File: config.mk
export PLATFORM = sky130hd
export DESIGN_NAME = decode_inst_buffer_flat
export DESIGN_NICKNAME = d
export VERILOG_FILES = /design/src/rtl/decode_pkg.sv /design/src/rtl/decode_inst_buffer_if.sv /design/src/rtl/decode_buf_mem.sv /design/src/rtl/decode_inst_buffer.sv /design/src/flat_wrapper.sv
export SDC_FILE = /design/constraint.sdc
export NUM_CORES = 1
export LEC_CHECK = 0
export ABC_AREA = 1
export BUFFER_PORTS_ARGS = -buffer_cell sky130_fd_sc_hd__buf_4
export CAP_MARGIN = 5
export CORE_UTILIZATION = 35
export CTS_CLUSTER_SIZE = 40
export DETAILED_ROUTE_END_ITERATION = 7
export SLEW_MARGIN = 0
export SYNTH_ARGS = -nofsm -noshare
export SYNTH_HDL_FRONTEND = slang
export SYNTH_HIERARCHICAL = 1
export SYNTH_SLANG_ARGS = --single-unit
File: constraint.sdc
create_clock -name clk -period 5.28 [get_ports clk]
set_clock_uncertainty 0.1 [all_clocks]
set_input_delay 0.528 -clock clk [delete_from_list [all_inputs] [get_ports clk]]
set_output_delay 0.528 -clock clk [all_outputs]
set_load 0.05 [all_outputs]
File: src/rtl/decode_pkg.sv
`default_nettype none
// ============================================================================
//  Module   : decode_pkg
//  Brief    : Shared types, defaults and helpers for the decode instruction
//             buffer slice.
//  Revision : 1.0 - initial release
// ============================================================================
package decode_pkg;

    localparam int DEF_WIDTH = 32;
    localparam int DEF_DEPTH = 8;
    localparam int LVL_W     = $clog2(DEF_DEPTH + 1);

    typedef logic [DEF_WIDTH-1:0] instr_t;

    // Wrapping pointer increment; explicit compare so any depth works.
    function automatic int unsigned ptr_inc(input int unsigned ptr, input int unsigned depth);
        return (ptr == depth - 32'd1) ? 32'd0 : ptr + 32'd1;
    endfunction

endpackage
`default_nettype wire

File: src/rtl/decode_inst_buffer_if.sv
`default_nettype none
// ============================================================================
//  Module   : decode_inst_buffer_if
//  Brief    : Fetch/decode handshake bundle plus flush and buffer status.
//  Revision : 1.0 - initial release
// ============================================================================
interface decode_inst_buffer_if #(
    parameter int WIDTH = decode_pkg::DEF_WIDTH,
    parameter int LVL_W = decode_pkg::LVL_W
);
    logic             flush;
    logic             in_valid;
    logic [WIDTH-1:0] in_data;
    logic             in_ready;
    logic             out_valid;
    logic [WIDTH-1:0] out_data;
    logic             out_ready;
    logic [LVL_W-1:0] level;
    logic             almost_full;

    // Fetch, decoder and hazard unit collectively
    modport master (
        output flush, in_valid, in_data, out_ready,
        input  in_ready, out_valid, out_data, level, almost_full
    );

    // The buffer itself
    modport slave (
        input  flush, in_valid, in_data, out_ready,
        output in_ready, out_valid, out_data, level, almost_full
    );
endinterface
`default_nettype wire

File: src/rtl/decode_buf_mem.sv
`default_nettype none
// ============================================================================
//  Module   : decode_buf_mem
//  Brief    : DEPTH x WIDTH register array, synchronous write, async read.
//             Storage is not reset; validity is tracked by the owner.
//  Revision : 1.0 - initial release
// ============================================================================
module decode_buf_mem #(
    parameter int WIDTH = 32,
    parameter int DEPTH = 8,
    parameter int AW    = 3
) (
    input  wire logic             clk,
    input  wire logic             we,
    input  wire logic [AW-1:0]    waddr,
    input  wire logic [WIDTH-1:0] wdata,
    input  wire logic [AW-1:0]    raddr,
    output logic      [WIDTH-1:0] rdata
);
    logic [WIDTH-1:0] r_mem [DEPTH];

    // Write port: one entry per enabled edge
    always_ff @(posedge clk) begin
        if (we) begin
            r_mem[waddr] <= wdata;
        end
    end

    assign rdata = r_mem[raddr];

endmodule
`default_nettype wire

File: src/rtl/decode_inst_buffer.sv
`default_nettype none
// ============================================================================
//  Module   : decode_inst_buffer
//  Brief    : Elastic instruction buffer between fetch and decode with flush,
//             optional empty-buffer bypass, level and almost-full status.
//  Revision : 1.0 - initial release
// ============================================================================
module decode_inst_buffer
    import decode_pkg::*;
#(
    parameter int WIDTH     = DEF_WIDTH,
    parameter int DEPTH     = DEF_DEPTH,
    parameter int AF_THRESH = 6,
    parameter int BYPASS    = 0
) (
    input  wire logic             clk,
    input  wire logic             reset,
    decode_inst_buffer_if.slave   bus
);
    localparam int PTR_W    = $clog2(DEPTH);
    localparam int LVL_BITS = $clog2(DEPTH + 1);

    localparam logic [LVL_BITS-1:0] C_DEPTH     = LVL_BITS'(DEPTH);
    localparam logic [LVL_BITS-1:0] C_AF_THRESH = LVL_BITS'(AF_THRESH);
    localparam logic [LVL_BITS-1:0] C_ONE       = LVL_BITS'(1);
    localparam logic                C_BYPASS_EN = (BYPASS != 0);

    logic [PTR_W-1:0]    r_rd_ptr;
    logic [PTR_W-1:0]    r_wr_ptr;
    logic [LVL_BITS-1:0] r_level;

    logic             w_empty;
    logic             w_push;
    logic             w_pop;
    logic             w_bypass;
    logic             w_store;
    logic             w_unload;
    logic             w_we;
    logic [WIDTH-1:0] w_rdata;

    assign w_empty = (r_level == '0);

    // in_ready looks only at registered level and flush, never at out_ready,
    // so a full buffer stays closed even when the decoder pops this cycle.
    assign bus.in_ready  = (r_level < C_DEPTH) && !bus.flush;
    assign bus.out_valid = (!w_empty || (C_BYPASS_EN && bus.in_valid)) && !bus.flush;

    assign w_push = bus.in_valid && bus.in_ready;
    assign w_pop  = bus.out_valid && bus.out_ready;

    // A pop from an empty buffer can only be the bypassed word: it goes
    // straight through and touches neither storage nor pointers.
    assign w_bypass = w_empty && w_push && w_pop;
    assign w_store  = w_push && !w_bypass;
    assign w_unload = w_pop && !w_bypass;
    assign w_we     = w_store && reset;

    // Bypass only ever serves an empty buffer, which keeps ordering intact.
    assign bus.out_data    = (C_BYPASS_EN && w_empty) ? bus.in_data : w_rdata;
    assign bus.level       = r_level;
    assign bus.almost_full = (r_level >= C_AF_THRESH);

    decode_buf_mem #(
        .WIDTH (WIDTH),
        .DEPTH (DEPTH),
        .AW    (PTR_W)
    ) u_mem (
        .clk   (clk),
        .we    (w_we),
        .waddr (r_wr_ptr),
        .wdata (bus.in_data),
        .raddr (r_rd_ptr),
        .rdata (w_rdata)
    );

    // Pointer and level bookkeeping; reset beats flush, flush beats traffic
    always_ff @(posedge clk) begin
        if (!reset) begin
            r_rd_ptr <= '0;
            r_wr_ptr <= '0;
            r_level  <= '0;
        end else if (bus.flush) begin
            r_rd_ptr <= '0;
            r_wr_ptr <= '0;
            r_level  <= '0;
        end else begin
            if (w_store) begin
                r_wr_ptr <= PTR_W'(ptr_inc(32'(r_wr_ptr), 32'(DEPTH)));
            end
            if (w_unload) begin
                r_rd_ptr <= PTR_W'(ptr_inc(32'(r_rd_ptr), 32'(DEPTH)));
            end
            if (w_store && !w_unload) begin
                r_level <= r_level + C_ONE;
            end else if (!w_store && w_unload) begin
                r_level <= r_level - C_ONE;
            end
        end
    end

endmodule
`default_nettype wire

File: src/flat_wrapper.sv
// flat-port wrapper written by rule: the top's interface ports become plain ports
module decode_inst_buffer_flat import decode_pkg::*;
#(
    parameter int WIDTH     = DEF_WIDTH,
    parameter int DEPTH     = DEF_DEPTH,
    parameter int AF_THRESH = 6,
    parameter int BYPASS    = 0
)
  (clk, reset, bus_flush, bus_in_valid, bus_in_data, bus_out_ready, bus_in_ready, bus_out_valid, bus_out_data, bus_level, bus_almost_full);
  decode_inst_buffer_if #(.WIDTH(WIDTH), .LVL_W(4)) bus_i ();
  input  wire logic clk;
  input  wire logic reset;
  input wire logic [$bits(bus_i.flush)-1:0] bus_flush;
  input wire logic [$bits(bus_i.in_valid)-1:0] bus_in_valid;
  input wire logic [$bits(bus_i.in_data)-1:0] bus_in_data;
  input wire logic [$bits(bus_i.out_ready)-1:0] bus_out_ready;
  output wire logic [$bits(bus_i.in_ready)-1:0] bus_in_ready;
  output wire logic [$bits(bus_i.out_valid)-1:0] bus_out_valid;
  output wire logic [$bits(bus_i.out_data)-1:0] bus_out_data;
  output wire logic [$bits(bus_i.level)-1:0] bus_level;
  output wire logic [$bits(bus_i.almost_full)-1:0] bus_almost_full;
  assign bus_i.flush = bus_flush;
  assign bus_i.in_valid = bus_in_valid;
  assign bus_i.in_data = bus_in_data;
  assign bus_i.out_ready = bus_out_ready;
  assign bus_in_ready = bus_i.in_ready;
  assign bus_out_valid = bus_i.out_valid;
  assign bus_out_data = bus_i.out_data;
  assign bus_level = bus_i.level;
  assign bus_almost_full = bus_i.almost_full;
  decode_inst_buffer #(.WIDTH(WIDTH), .DEPTH(DEPTH), .AF_THRESH(AF_THRESH), .BYPASS(BYPASS)) u_core (.clk(clk), .reset(reset), .bus(bus_i));
endmodule
Word-level counts from Yosys, hierarchy flattened
Memory sizes are Yosys's and may differ from the RTL's. A register that Yosys moved wholly into a read port is not among the register bits.
Cells that the tools add are included.
Widths: inputs -> output; s select.

storage, ports and cells
  register bits after elaboration = 10
  RAM bits = 256
  input port bits = 37
  output and inout bits = 39
  word-level logic and storage cells = 40
  memories = 1

memory list
  memory              words  bits a word  read ports  clocked after Yosys merged registers in  wr ports  RTL line              RTL
  u_core.u_mem.r_mem  8      32           1           1                                        1         decode_buf_mem.sv:20  logic [WIDTH-1:0] r_mem [DEPTH];

operators by class
  add/subtract/negate cells = 4
  $lt $le $gt $ge = 2
  equal/unequal tests = 2
  muxes and demuxes = 8
  bitwise gates (word level) = 1
  reductions and logical operators = 19

operator list
  kind                 count
  $mux 3               4
  $logic_and 1x1->1    11
  $mux 4               2
  $add 3x1->3 const B  2
  $eq 3x3->1 const B   2
  $logic_not 1->1      5
  $add 4x1->4 const B  1
  $ge 4x3->1 const B   1
  $logic_not 4->1      1
  $lt 4x4->1 const B   1
  $sub 4x1->4 const B  1
  $mux 1               2
  $reduce_bool 2->1    1
  $reduce_or 2->1      1
  $not 1->1            1

Longest topological paths before layout
  depth in word-level cells = 11
  depth in mapped cells = 13
  mapped depth without buffers = 13

Cells and area by module
The synthesis kept the hierarchy.

modules (own cells, without submodules)
  module              instances  cells an instance  area an instance (um2)  sequential area each (um2)
  decode_buf_mem      1          1124               11232.0                 7687.4
  decode_inst_buffer  1          86                 630.6                   200.2

Worst setup path before layout
No wires, ideal clock.

  path kind = register to register
  from = register u_core.r_level[3], in the netlist u_core/bus.level[3]
  to = memory u_core.u_mem.r_mem[1][0] (enable)
  setup time = 0.421 ns
  arrival = 2.828 ns
  data required time = 4.759 ns
  path slack = 1.930 ns
  stages on the path, launching flop included = 6
  buffers on the path = 0
  clock period less this slack = 3.350 ns
  cell sequence = dfxtp_1 nor2_2 nand2_2 nor2_1 nand2_1 nor2_1

between the ends
  word-level cells in the longest chain between the ends = 10
  elaborated cells between the ends (all ways) = 14
  those cells by class = 1 x order compare; 2 x mux; 11 x reduce/logical

RTL lines
  what                              RTL line                  RTL
  from (decl)                       decode_inst_buffer.sv:30  logic [LVL_BITS-1:0] r_level;
  from (signal assigned)            decode_inst_buffer.sv:94  r_level <= r_level + C_ONE;
  from (signal assigned)            decode_inst_buffer.sv:96  r_level <= r_level - C_ONE;
  $lt 4x4->1 (*)                    decode_inst_buffer.sv:45  assign bus.in_ready = (r_level < C_DEPTH) && !bus.flush;
  $logic_and 1x1->1 (*)             decode_inst_buffer.sv:45
  named net bus_in_ready            flat_wrapper.sv:17        output wire logic [$bits(bus_i.in_ready)-1:0] bus_in_ready;
  $logic_and 1x1->1 (*)             decode_inst_buffer.sv:48  assign w_push = bus.in_valid && bus.in_ready;
  $logic_and 1x1->1 (2 in a row)    decode_inst_buffer.sv:53  assign w_bypass = w_empty && w_push && w_pop;
  $logic_not 1->1                   decode_inst_buffer.sv:54  assign w_store = w_push && !w_bypass;
  $logic_and 1x1->1 (*)             decode_inst_buffer.sv:54
  $logic_and 1x1->1 (*)             decode_inst_buffer.sv:56  assign w_we = w_store && reset;
  named net u_core.w_we             decode_inst_buffer.sv:38  logic w_we;
  $mux 1 (*)                        decode_buf_mem.sv:24      if (we) begin
  $mux 1 (implied by the code) (*)  decode_buf_mem.sv:25      r_mem[waddr] <= wdata;
  to (decl)                         decode_buf_mem.sv:20

Mark *: on every way through the listed nets, which the timed path passes. The rest lies on a longest branch.

==> metrics <==
starting density of the core=35.5%; Mapped Cells=1210; htree depth=1; CP Buf/Inv Count=3; CTS Root Cell=clkbuf_16; Layout Cells excl Fill=1750; fraction of layout cells with a size suffix above 1=11.8%; synth warn=6; Critical Path Start Type=flip-flop; vias in the first global route=7465; unrepaired setup endpoints after global routing=false; Crit Path Class=reg2out; via count=7709; post-synthesis cell type count=27; worst-path fanout max=48; Reg clk slew, reported paths=60 ps; dpl cell area=0.0129 mm²; nets@finish=1326; row count=67; GRT Overall Usage=15.0%; cell area after layout=0.0138 mm²; Max Root-Sink Buffers=3; final worst-path cycle share=69.0%; initial antenna violation count=0; Placed Instances=1700; FMAX=275 MHz; Max stage delay on crit path=660 ps; Iter 0 DRT Violations=466; Final Hold Violating Endpoints=0; Final Slew Violations=0; total power=4.59 mW; max_cap viols=0; post_cts resized=0; Post-synth EDFFs=256; CP arrival=3010 ps; Ports=76; postcts setup bufs=0; Seq/Total Area, Yosys=66.5%; clk sinks=266; routed len/inst=14.4 µm; Final Worst Setup Slack=1640 ps; Skew-Pair Late Insertion Delay=530 ps; number of nets with antenna violations after routing=0; DP Wirelength=14.2 mm; pre-CTS setup slack=2130 ps; Pwr per Cell Area=333 mW/mm²; DR vias/cell=4.41; DRC Markers=0; DR pass1 iterations=5; port bufs=75; Finish-stage setup viols=0; IR Drop Worst-Case VDD=0.207 mV; largest net degree at the start of global routing=91; Hold Buf Count CTS=0; CTS tree=built; asr flop ratio synth=0%; top_reg_cell synth=edfxtp_1; setup TNS=0 ps; Worst Tran Pin Value=984 ps; Yosys top cell area share=64.8%; syn avg cell area=9.80 µm²; CP required=4650 ps; gpl congestion=0.775; area grow syn2layout=16.1%; Top cell by count, worst path=nand2_1; GR Overflow Total=0; leading area contributor after synthesis=edfxtp_1; syn_nets=1255; Slew headroom=34.2%; first-pass GRT wire length=39.9 mm; CP endpoint kind=primary output; Die X=186 µm; DRT Wirelength=25.2 mm; delay-heaviest family, CP=buffers and inverters; status=finished, final reports clean; Slowest-stage cell, CP=dfxtp_4; hold slack final=131 ps; Die ar.=0.0346 mm²; Post-Route Utilization=41.2%; Synth area leaders=edfxtp_1, nand2_1, inv_1; CTS Buf Count=27; post-layout minimum cycle time=3640 ps; DIE HEIGHT=186 µm; CP Cell Sequence=clkinv_2 -> buf_4 -> nand2_1 -> nand3_1 -> nand2_1 -> nand2_1 -> nand2_1 -> buf_4; cell area after synthesis=0.0119 mm²; Synth Register Bits=266; n_diodes=0; Min-Delay Path Class=in2reg; leakage power=6.25 nW; Core Footprint=0.0334 mm²
[logic make-up after synthesis]
logic type	count (synthesis)	share of synthesized area [%]
AOI/OAI and AO/OA	13	0.633
adders and majority gates	8	0.907
xor gates and xnor gates	1	0.0738
and+or+nand+nor	596	20.5
buffers and inverters	326	11.4
DFF	266	66.5
[synthesized netlist by cell type, types with 3 or more instances]
master / number
clkbuf_1: 7
buf_1: 5
nand2_1: 439
inv_2: 3
ha_1: 7
dfxtp_1: 10
nor2_1: 22
nand3_1: 129
edfxtp_1: 256
buf_2: 20
a21oi_1: 3
inv_1: 275
buf_4: 5
buf_6: 11
o21ai_0: 6
[path summary, 6_finish.rpt]
| check | start | end | slack, ps | cells past startpoint |
|---|---|---|---|---|
| worst max-delay path | u_core/r_rd_ptr[0] | bus_out_data[7] | 1640 | 8 |
| worst min-delay path | bus_in_data[27] | u_core/u_mem/r_mem[2][27] | 130 | 1 |
| worst min register to register | u_core/r_wr_ptr[2] | u_core/r_wr_ptr[2] | 450 | 2 |
| worst max register to register | u_core/bus.level[3] | u_core/u_mem/r_mem[4][16] | 2550 | 6 |
[layout make-up]
class | instances | area (µm²)
multi-input cells | 618 | 2690
repair buffers | 90 | 676
well taps | 448 | 561
clock buffers | 29 | 683
fillers | 3165 | 19700
flip-flops and latches | 266 | 7890
clock inverters | 21 | 235
inverters | 278 | 1040
[layout by cell type (no fill, tap or decap), drive strengths merged]
cell type  instances
o21ai              7
bufinv             5
ha                 7
fa                 1
nand2            440
a21oi              4
dfxtp             10
buf               90
clkinvlp           1
xor2               1
clkinv            14
clkbuf            29
or2                1
edfxtp           256
nor2              24
inv              279
o211a              1
a31oi              1
nand3            131
[power breakdown]
part | internal [mW] | switching [mW]
Sequential | 2.33 | 0.00858
Combinational | 0.0874 | 0.213
Clock | 1.18 | 0.771
[state kept, by name, summed over array words and instances, names as in the netlist]
name,cells
u_core/r_rd_ptr,3
u_core/u_mem/r_mem,256
u_core/r_wr_ptr,3
u_core/bus.level,4
[worst register-to-register path, cell delays in order (launching register included)]
cell and delay [ps]:
dfxtp_1 370, nor2_2 170, nand2_2 100, nor2_1 190, nand2_1 270, nor2_4 820, buf_4 390
[metal layers]
layer | global-route usage (%) | vias up | routed length, µm
li1 | - | 3891 | -
met1 | 20.2 | 3619 | 11600
met2 | 25.1 | 160 | 11900
met3 | 1.96 | 39 | 1130
met4 | 4.95 | 0 | 524
met5 | 0 | - | 0
(Power assumes the default switching activity.)
